File: src/rtl/if_fetch_queue.sv
// Instruction-fetch front end: PC register, combinational imem fetch, and an
// in-order {pc, inst} queue toward decode. Optional misaligned-redirect trap
// is enabled by defining IF_FETCH_MISALIGN_TRAP_EN.
module if_fetch_queue #(
   parameter logic [31:0] RESET_PC = 32'h0000_0000,
   parameter int unsigned DEPTH    = 2
) (
   input  logic        clk,
   input  logic        rst_n,
   output logic [31:0] imem_addr,
   input  logic [31:0] imem_rdata,
   input  logic        redirect_valid,
   input  logic [31:0] redirect_pc,
   output logic        out_valid,
   input  logic        out_ready,
   output logic [31:0] out_inst,
   output logic [31:0] out_pc,
   output logic [31:0] out_pc_plus4,
   output logic        out_fault
);

   localparam int unsigned PTR_W    = (DEPTH > 1) ? $clog2(DEPTH) : 1;
   localparam int unsigned CNT_W    = $clog2(DEPTH + 1);
   localparam logic [31:0] NOP_INST = 32'h0000_0013;

   // Handshake: an entry moves to decode on every cycle where out_valid and
   // out_ready are both high; out_valid never depends on out_ready.

   logic [31:0]      pc_q, pc_d;
   logic [PTR_W-1:0] head_q, head_d;
   logic [PTR_W-1:0] tail_q, tail_d;
   logic [CNT_W-1:0] count_q, count_d;
   logic [31:0]      ent_pc_q   [DEPTH];
   logic [31:0]      ent_pc_d   [DEPTH];
   logic [31:0]      ent_inst_q [DEPTH];
   logic [31:0]      ent_inst_d [DEPTH];

   logic        pop;
   logic        push;
   logic        has_space;
   logic        halt;
   logic        trap_pend;
   logic [31:0] push_inst;
   logic [31:0] redirect_target;

`ifdef IF_FETCH_MISALIGN_TRAP_EN
   // RUN: normal fetch. TRAP: next push is the faulting NOP. HALT: no pushes.
   typedef enum logic [1:0] {
      ST_RUN  = 2'd0,
      ST_TRAP = 2'd1,
      ST_HALT = 2'd2
   } fetch_state_t;

   fetch_state_t state_q, state_d;
   logic         ent_fault_q [DEPTH];
   logic         ent_fault_d [DEPTH];

   assign halt            = (state_q == ST_HALT);
   assign trap_pend       = (state_q == ST_TRAP);
   assign redirect_target = redirect_pc;
`else
   assign halt            = 1'b0;
   assign trap_pend       = 1'b0;
   assign redirect_target = redirect_pc & 32'hFFFF_FFFC;
`endif

   assign imem_addr    = pc_q;
   assign out_valid    = (count_q != '0);
   assign out_pc       = ent_pc_q[head_q];
   assign out_inst     = ent_inst_q[head_q];
   assign out_pc_plus4 = ent_pc_q[head_q] + 32'd4;

`ifdef IF_FETCH_MISALIGN_TRAP_EN
   assign out_fault = ent_fault_q[head_q];
`else
   assign out_fault = 1'b0;
`endif

   always_comb begin
      pop       = out_valid & out_ready;
      has_space = (count_q < CNT_W'(DEPTH)) | pop;
      push      = ~redirect_valid & ~halt & has_space;
      push_inst = trap_pend ? NOP_INST : imem_rdata;

      pc_d    = pc_q;
      head_d  = head_q;
      tail_d  = tail_q;
      count_d = count_q;
      for (int i = 0; i < int'(DEPTH); i++) begin
         ent_pc_d[i]   = ent_pc_q[i];
         ent_inst_d[i] = ent_inst_q[i];
      end

      if (redirect_valid) begin
         // A pop in this cycle still reaches decode; the queue is emptied regardless.
         head_d  = '0;
         tail_d  = '0;
         count_d = '0;
         pc_d    = redirect_target;
      end else begin
         if (push) begin
            ent_pc_d[tail_q]   = pc_q;
            ent_inst_d[tail_q] = push_inst;
            tail_d             = tail_q + PTR_W'(1);
            if (!trap_pend) begin
               pc_d = pc_q + 32'd4;
            end
         end
         if (pop) begin
            head_d = head_q + PTR_W'(1);
         end
         case ({push, pop})
            2'b10:   count_d = count_q + CNT_W'(1);
            2'b01:   count_d = count_q - CNT_W'(1);
            default: count_d = count_q;
         endcase
      end
   end

`ifdef IF_FETCH_MISALIGN_TRAP_EN
   always_comb begin
      state_d = state_q;
      for (int i = 0; i < int'(DEPTH); i++) begin
         ent_fault_d[i] = ent_fault_q[i];
      end
      if (redirect_valid) begin
         state_d = (redirect_pc[1:0] != 2'b00) ? ST_TRAP : ST_RUN;
      end else if (push) begin
         ent_fault_d[tail_q] = trap_pend;
         if (trap_pend) begin
            state_d = ST_HALT;
         end
      end
   end

   always_ff @(posedge clk or negedge rst_n) begin
      if (!rst_n) begin
         state_q <= ST_RUN;
         for (int i = 0; i < int'(DEPTH); i++) begin
            ent_fault_q[i] <= 1'b0;
         end
      end else begin
         state_q <= state_d;
         for (int i = 0; i < int'(DEPTH); i++) begin
            ent_fault_q[i] <= ent_fault_d[i];
         end
      end
   end
`endif

   always_ff @(posedge clk or negedge rst_n) begin
      if (!rst_n) begin
         pc_q    <= RESET_PC;
         head_q  <= '0;
         tail_q  <= '0;
         count_q <= '0;
         for (int i = 0; i < int'(DEPTH); i++) begin
            ent_pc_q[i]   <= 32'h0;
            ent_inst_q[i] <= 32'h0;
         end
      end else begin
         pc_q    <= pc_d;
         head_q  <= head_d;
         tail_q  <= tail_d;
         count_q <= count_d;
         for (int i = 0; i < int'(DEPTH); i++) begin
            ent_pc_q[i]   <= ent_pc_d[i];
            ent_inst_q[i] <= ent_inst_d[i];
         end
      end
   end

endmodule

File: config.mk
export PLATFORM = sky130hd
export DESIGN_NAME = if_fetch_queue
export DESIGN_NICKNAME = d
export VERILOG_FILES = /design/src/rtl/if_fetch_queue.sv
export SDC_FILE = /design/constraint.sdc
export NUM_CORES = 1
export LEC_CHECK = 0
export ABC_CLOCK_PERIOD_IN_PS = 3000
export CAP_MARGIN = 20
export CORE_MARGIN = 4
export CORE_UTILIZATION = 45
export DETAILED_ROUTE_END_ITERATION = 7
export GPL_TIMING_DRIVEN = 0
export PLACE_DENSITY = 0.82
export REMOVE_ABC_BUFFERS = 1
export SYNTH_ARGS = -nofsm -noshare
export SYNTH_HDL_FRONTEND = slang
export SYNTH_SLANG_ARGS = --single-unit
export TNS_END_PERCENT = 20
File: constraint.sdc
create_clock -name clk -period 3 [get_ports clk]
set_clock_uncertainty 0.1 [all_clocks]
set_input_delay 0.6 -clock clk [delete_from_list [all_inputs] [get_ports clk]]
set_output_delay 0.6 -clock clk [all_outputs]
set_load 0.005 [all_outputs]
Yosys cells after proc, flatten, opt, wreduce, memory -nomap -nowiden
Index checks and enable logic that the tools add are counted.

Input port bits: 68. Bits in registers: 164. ROM bits: 0. Output and inout bits: 130. Memory bits (writable): 0. Logic and storage cells: 50. Bits in latches: 0. Memories kept: 0.

Muxes and demuxes: 18. Shifts and indexed selects: 0. Multipliers: 0. Divide/modulo/power cells: 0. Equality and inequality tests: 2. Magnitude comparators: 4. Bitwise gates (word level): 6. Reduce and logical (&&, ||, !) cells: 6. Add/subtract/negate cells: 6.

Operators by type and width (number): 2-to-1 mux 32 bit (9); bitwise mux 64 bit (2); adder 32 x 3 -> 32 bit (second input constant) (2); demux 32 bit (select 1 bit) (1); nonzero test 2 bit (3); >= comparator 2 bit (second input constant) (2); 2-to-1 mux 1 bit (4); inverter 1 -> 2 bit (2); case mux 2 bit (2 select lines) (1); nonzero test 3 bit (1); adder 1 bit (second input constant) (2); adder 2 x 1 -> 2 bit (second input constant) (1); bitwise AND 1 bit (2); equality test 2 x 1 -> 1 bit (second input constant) (1); equality test 2 bit (second input constant) (1); less-than comparator 2 x 1 -> 1 bit (second input constant) (1); less-than comparator 2 bit (second input constant) (1); 2-to-1 mux 2 bit (1); AND reduction 2 bit (1); subtractor 2 x 1 -> 2 bit (second input constant) (1); logical AND 1 bit (1); inverter 1 bit (1); OR 1 bit (1).

Longest topological paths before layout
Word-level depth: 7. Depth in mapped cells: 12. Depth with buffers taken out: 8.

Worst setup path after synthesis
Ideal clock, no wire load.

Path type: reg-to-output. Start point: register head_q. End point: output port out_pc_plus4[26]. Arrival: 2640 ps. Required time: 2300 ps. Cell stages (with the launch flop): 13. Buffers on the path: 4. Setup slack: -340 ps. Cell sequence: dfrtp_1 buf_6 buf_4 clkbuf_1 buf_2 mux2i_1 inv_1 ha_1 inv_1 a211oi_2 nand4_2 nor3_1 xor2_1.

Word-level cells in the longest chain between the ends: 5.

Ends and longest elaborated chain: start, declared (line 30) `logic [PTR_W-1:0] head_q, head_d;`; start signal, assigned (line 154) `head_q <= '0;`; start signal, assigned (line 163) `head_q <= head_d;`; inverter 1 -> 2 bit; 2-to-1 mux 32 bit (3 in a row); named net out_pc[2] (line 17) `output logic [31:0] out_pc,`; adder 32 x 3 -> 32 bit (line 71) `assign out_pc_plus4 = ent_pc_q[head_q] + 32'd4;`; end, declared (line 18) `output logic [31:0] out_pc_plus4,`.

The timed path passes the listed nets, and every way through them passes these cells. The select of a mux whose other input is x is not followed.

Worst setup path in the final report
Start point: register head_q. End point: output port out_pc_plus4[28].

Word-level cells in the longest chain between the ends: 5.

Ends and longest elaborated chain (line): inverter 1 -> 2 bit (implied by the code) (71); 2-to-1 mux 32 bit (implied by the code) (3 in a row) (71); adder 32 x 3 -> 32 bit (71).

Every way passes these cells. The select of a mux whose other input is x is not followed.

==> flow_metrics.py <==
metrics = {
    "die": {
        "die_area_mm2": 0.01987,
        "floorplan.core_area_mm2": 0.01730,
        "floorplan.io_pins": 198,
        "starting_density": 0.4600,
        "placementRows": 48,
        "dieWidth_um": 141.0,
        "die_height_um": 141.0,
    },
    "critical_path": {
        "critical_path_required_ps": 2300,
        "critPathMaxFanout": 8,
        "timing.critical_path.mode_cell": "sky130_fd_sc_hd__inv_2",
        "length_in_cells_of_the_worst_reg_to_reg_path": 6,
        "worst-setup-path-type": "register to output pin",
        "cp.arrival_ps": 2710,
        "cpMaxStageDelayCell": "sky130_fd_sc_hd__dfrtp_4",
        "setup.worst_path.end_class": "output pin",
        "cpPeakStageDelay_ps": 560,
        "worstPathCellList": "mux2i_4 -> inv_2 -> ha_4 -> inv_2 -> a211oi_4 -> nand4_4 -> buf_6 -> nor3_4 -> xor2_1 -> buf_2",
        "start_kind": "register",
    },
    "synth": {
        "mux_contribution_to_synthesized_area": 0.2603,
        "synthesis.instances": 662,
        "synthXorXnorAreaFrac": 0.06164,
        "synth.lib_cells_used.distinct": 47,
        "avg_inst_size_synth_um2": 12.02,
        "syn-cell-area_mm2": 0.007956,
        "ys.warnings.count": 0,
        "synth.ff_latch_count": 158,
        "yosys.area_share.simple": 0.1072,
        "synth_compound_area_frac": 0.03696,
        "synth.yosys.seq_area_share": 0.4969,
        "largest_family_of_logic_cells_by_synthesized_area": "multiplexers",
        "synth_adder_area_share": 0.003145,
    },
    "power_and_ir_drop": {
        "power.ir.vdd_worst_mv": 0.4011,
        "leakage_uw": 0.005002,
        "power_density_mw_per_mm2": 665.1,
    },
    "detailed_routing": {
        "vias_after_detailed_routing": 6086,
        "wire_per_inst_um": 19.43,
        "route.detailed.drc": 0,
        "vias_per_cell": 5.343,
        "initialDrtViolationCount": 303,
        "drt_pre_antenna_iters": 5,
        "totalWireLength_mm": 22.13,
        "antenna_left": 0,
    },
    "layout": {
        "final_nets": 972,
        "num_antenna_cells": 0,
        "areaGrowthSynthToFinish_pct": 44.98,
        "area.sequential_mm2": 0.003958,
        "drive_gt1_frac": 0.3731,
        "area_used_by_multi_input_combinational_logic_mm2": 0.004066,
        "n_fill_cell": 1267,
        "post-route-util": 0.6669,
    },
    "global_routing": {
        "grt_start_max_net_pins": 124,
        "grt_pass1_wl_mm": 34.59,
        "antenna_found_initial": 0,
        "grt_pass1_vias": 6335,
        "global_route.overflow_total": 0,
        "groute.usage.overall": 0.2203,
    },
    "placed_design": {
        "gpl.final_weighted_congestion": 0.7710,
        "half_perimeter_wire_length_of_the_detailed_placement_result_mm": 14.40,
        "io_buffers": 188,
    },
    "sta": {
        "max_freq_ghz": 0.2936,
        "drv_slew": 0,
        "layout_worst_path_cycle_share": 1.135,
        "worstMarginPinSlew_ps": 958.1,
        "post-route-worst-setup-slack_ps": -406.0,
        "post_layout_minimum_cycle_time_ps": 3406,
        "setup_total_negative_slack_ps": -6091,
        "unrepaired_setup_endpoints_after_global_routing": "yes",
        "hold_viol_final": 0,
        "timing.hold.ws_ps": 401.8,
        "finalSetupViolCount": 29,
        "worst_slew_margin_rel": 0.3585,
    },
    "clock_tree": {
        "root_buffer_master": "sky130_fd_sc_hd__clkbuf_16",
        "ctsHtreeMaxLevel": 4,
        "clkSinkCount": 158,
        "cts_buf_count": 17,
        "clk_pin_slew_ps": 60,
        "cts_tree": "done",
        "clockBufferDepth": 2,
        "clk_latency_ps": 420,
    },
    "status": {
        "violations": "negative setup slack",
        "status": "finished, violations left",
    },
    "worst_hold_path": {
        "min_path_cells": 1,
        "min_path_type": "register to register",
    },
    "flow_run": {
        "maxCapViolCount": 0,
    },
}
## critical path: cells and delay by family, from the launching register on
| family | cells | cell delay, ps |
|---|---|---|
| flip-flops | 1 | 560 |
| buffers and inverters | 4 | 480 |
| AND/OR/NAND/NOR | 2 | 380 |
| AO/OA/AOI/OAI | 1 | 270 |
| multiplexers | 1 | 220 |
| XOR/XNOR | 1 | 220 |
| adder cells (fa/ha/maj) | 1 | 140 |
## layer usage
| layer | up-vias | global-route usage | share of wire |
|---|---|---|---|
| met4 | 0 | 0.05609 | 0.015 |
| met2 | 209 | 0.3632 | 0.50 |
| met3 | 31 | 0.06649 | 0.070 |
| li1 | 2814 | - | - |
| met1 | 3032 | 0.2857 | 0.42 |
| met5 | - | 0 | 0 |
## worst paths after layout
kind / startpoint / end / slack [ps]
setup / recovery: head_q / out_pc_plus4[28] / -410
hold / removal: ent_inst_q[19] / ent_inst_q[19] / 400
setup reg to reg: count_q[1] / ent_pc_q[23] / 480
hold reg to reg: ent_inst_q[19] / ent_inst_q[19] / 400
max in group asynchronous: rst_n / ent_inst_q[7] / 1300
min in group asynchronous: rst_n / ent_inst_q[43] / 540
## cells by family after synthesis
logic type | Yosys count
xor gates and xnor gates | 56
muxes | 185
AOI/OAI and AO/OA | 47
and+or+nand+nor | 159
DFF | 158
buffers and inverters | 54
other | 1
adders and majority gates | 2
## flip-flops by register name, indices dropped and copies added (netlist names)
signal / cells
ent_pc_q: 60
head_q: 1
ent_inst_q: 64
tail_q: 1
imem_addr: 30
count_q: 2
## through the flow
step | std cells | instance area [um2] | worst slack (ps) | power [uW]
global route | 1139 | 11530 | -518.3 | 8063
detailed placement | 1056 | 10170 | -795.4 | 5321
finish | 1139 | 11530 | -406.0 | 7672
CTS | 1122 | 11290 | -325.5 | 7645
floorplan | 626 | 7759 | -3001 | 4034
global placement | 1039 | 9922 | -8393 | 5275
## layout by cell type (no fill, tap or decap), types with 8 or more instances in the layout
| master | netlist | final |
|---|---|---|
| sky130_fd_sc_hd__clkdlybuf4s50_1 | 0 | 134 |
| sky130_fd_sc_hd__nand4_1 | 16 | 16 |
| sky130_fd_sc_hd__nand3_1 | 19 | 15 |
| sky130_fd_sc_hd__inv_1 | 12 | 10 |
| sky130_fd_sc_hd__buf_2 | 14 | 19 |
| sky130_fd_sc_hd__xor2_1 | 28 | 27 |
| sky130_fd_sc_hd__o21ai_0 | 27 | 27 |
| sky130_fd_sc_hd__dlymetal6s2s_1 | 0 | 12 |
| sky130_fd_sc_hd__nor2_1 | 13 | 9 |
| sky130_fd_sc_hd__dlygate4sd2_1 | 0 | 17 |
| sky130_fd_sc_hd__buf_6 | 1 | 21 |
| sky130_fd_sc_hd__mux2_4 | 0 | 8 |
| sky130_fd_sc_hd__clkbuf_16 | 0 | 18 |
| sky130_fd_sc_hd__buf_4 | 10 | 34 |
| sky130_fd_sc_hd__nand2_1 | 58 | 58 |
| sky130_fd_sc_hd__dfrtp_1 | 158 | 157 |
| sky130_fd_sc_hd__xnor2_1 | 28 | 23 |
| sky130_fd_sc_hd__and3_1 | 8 | 8 |
| sky130_fd_sc_hd__mux2_2 | 175 | 167 |
## cell usage after synthesis, drive strengths merged
| cell type | number | area [um2] |
|---|---|---|
| a21o | 2 | 15.01 |
| a211oi | 2 | 25.02 |
| xnor2 | 28 | 245.2 |
| and3 | 8 | 50.05 |
| mux2 | 175 | 1971 |
| conb | 1 | 3.750 |
| and4 | 2 | 17.52 |
| inv | 12 | 45.04 |
| buf | 29 | 171.4 |
| o31a | 1 | 8.760 |
| nor4b | 3 | 38.79 |
| nor2b | 2 | 12.51 |
| nand2b | 5 | 31.28 |
| a222oi | 1 | 10.01 |
| nor3 | 11 | 55.05 |
| nor3b | 2 | 15.01 |
| dfrtp | 158 | 3954 |
| nor2 | 13 | 48.80 |
| or2 | 2 | 12.51 |
| nand3 | 21 | 115.1 |
| ha | 2 | 25.02 |
| nand2 | 58 | 217.7 |
| nand4 | 19 | 146.4 |
| or3 | 1 | 6.260 |
| a31oi | 2 | 12.51 |
| clkbuf | 13 | 48.80 |
| xor2 | 28 | 245.2 |
| nor4 | 5 | 31.28 |
| o22ai | 2 | 26.28 |
| o21a | 1 | 7.510 |
| o21ai | 29 | 145.1 |
| nand3b | 3 | 22.52 |
| and2 | 1 | 6.260 |
| nand4b | 3 | 26.28 |
| mux2i | 10 | 100.1 |
| a21oi | 6 | 33.78 |
| a32o | 1 | 10.01 |
## timing repair
action	4_1_cts	5_1_grt
endpoints found under the hold margin	35	0
gates resized for setup	155	34
gates cloned	2	1
setup endpoints to repair	35	41
pin swaps	32	20
buffers inserted	32	16
hold buffers	1	0
## cell type report
| cell class | count | area share |
|---|---|---|
| Tap cell | 225 | 0.02441 |
| Inverter | 12 | 0.003905 |
| Timing Repair Buffer | 257 | 0.2229 |
| Clock buffer | 20 | 0.03872 |
| Clock inverter | 11 | 0.01443 |
| Sequential cell | 158 | 0.3431 |
| Multi-Input combinational cell | 456 | 0.3525 |
## report_power, final
part	internal, uW	switching (uW)
Clock	1410	852
Sequential	2610	365
Combinational	1490	950
Note: power is estimated with default switching activity, not from simulation.
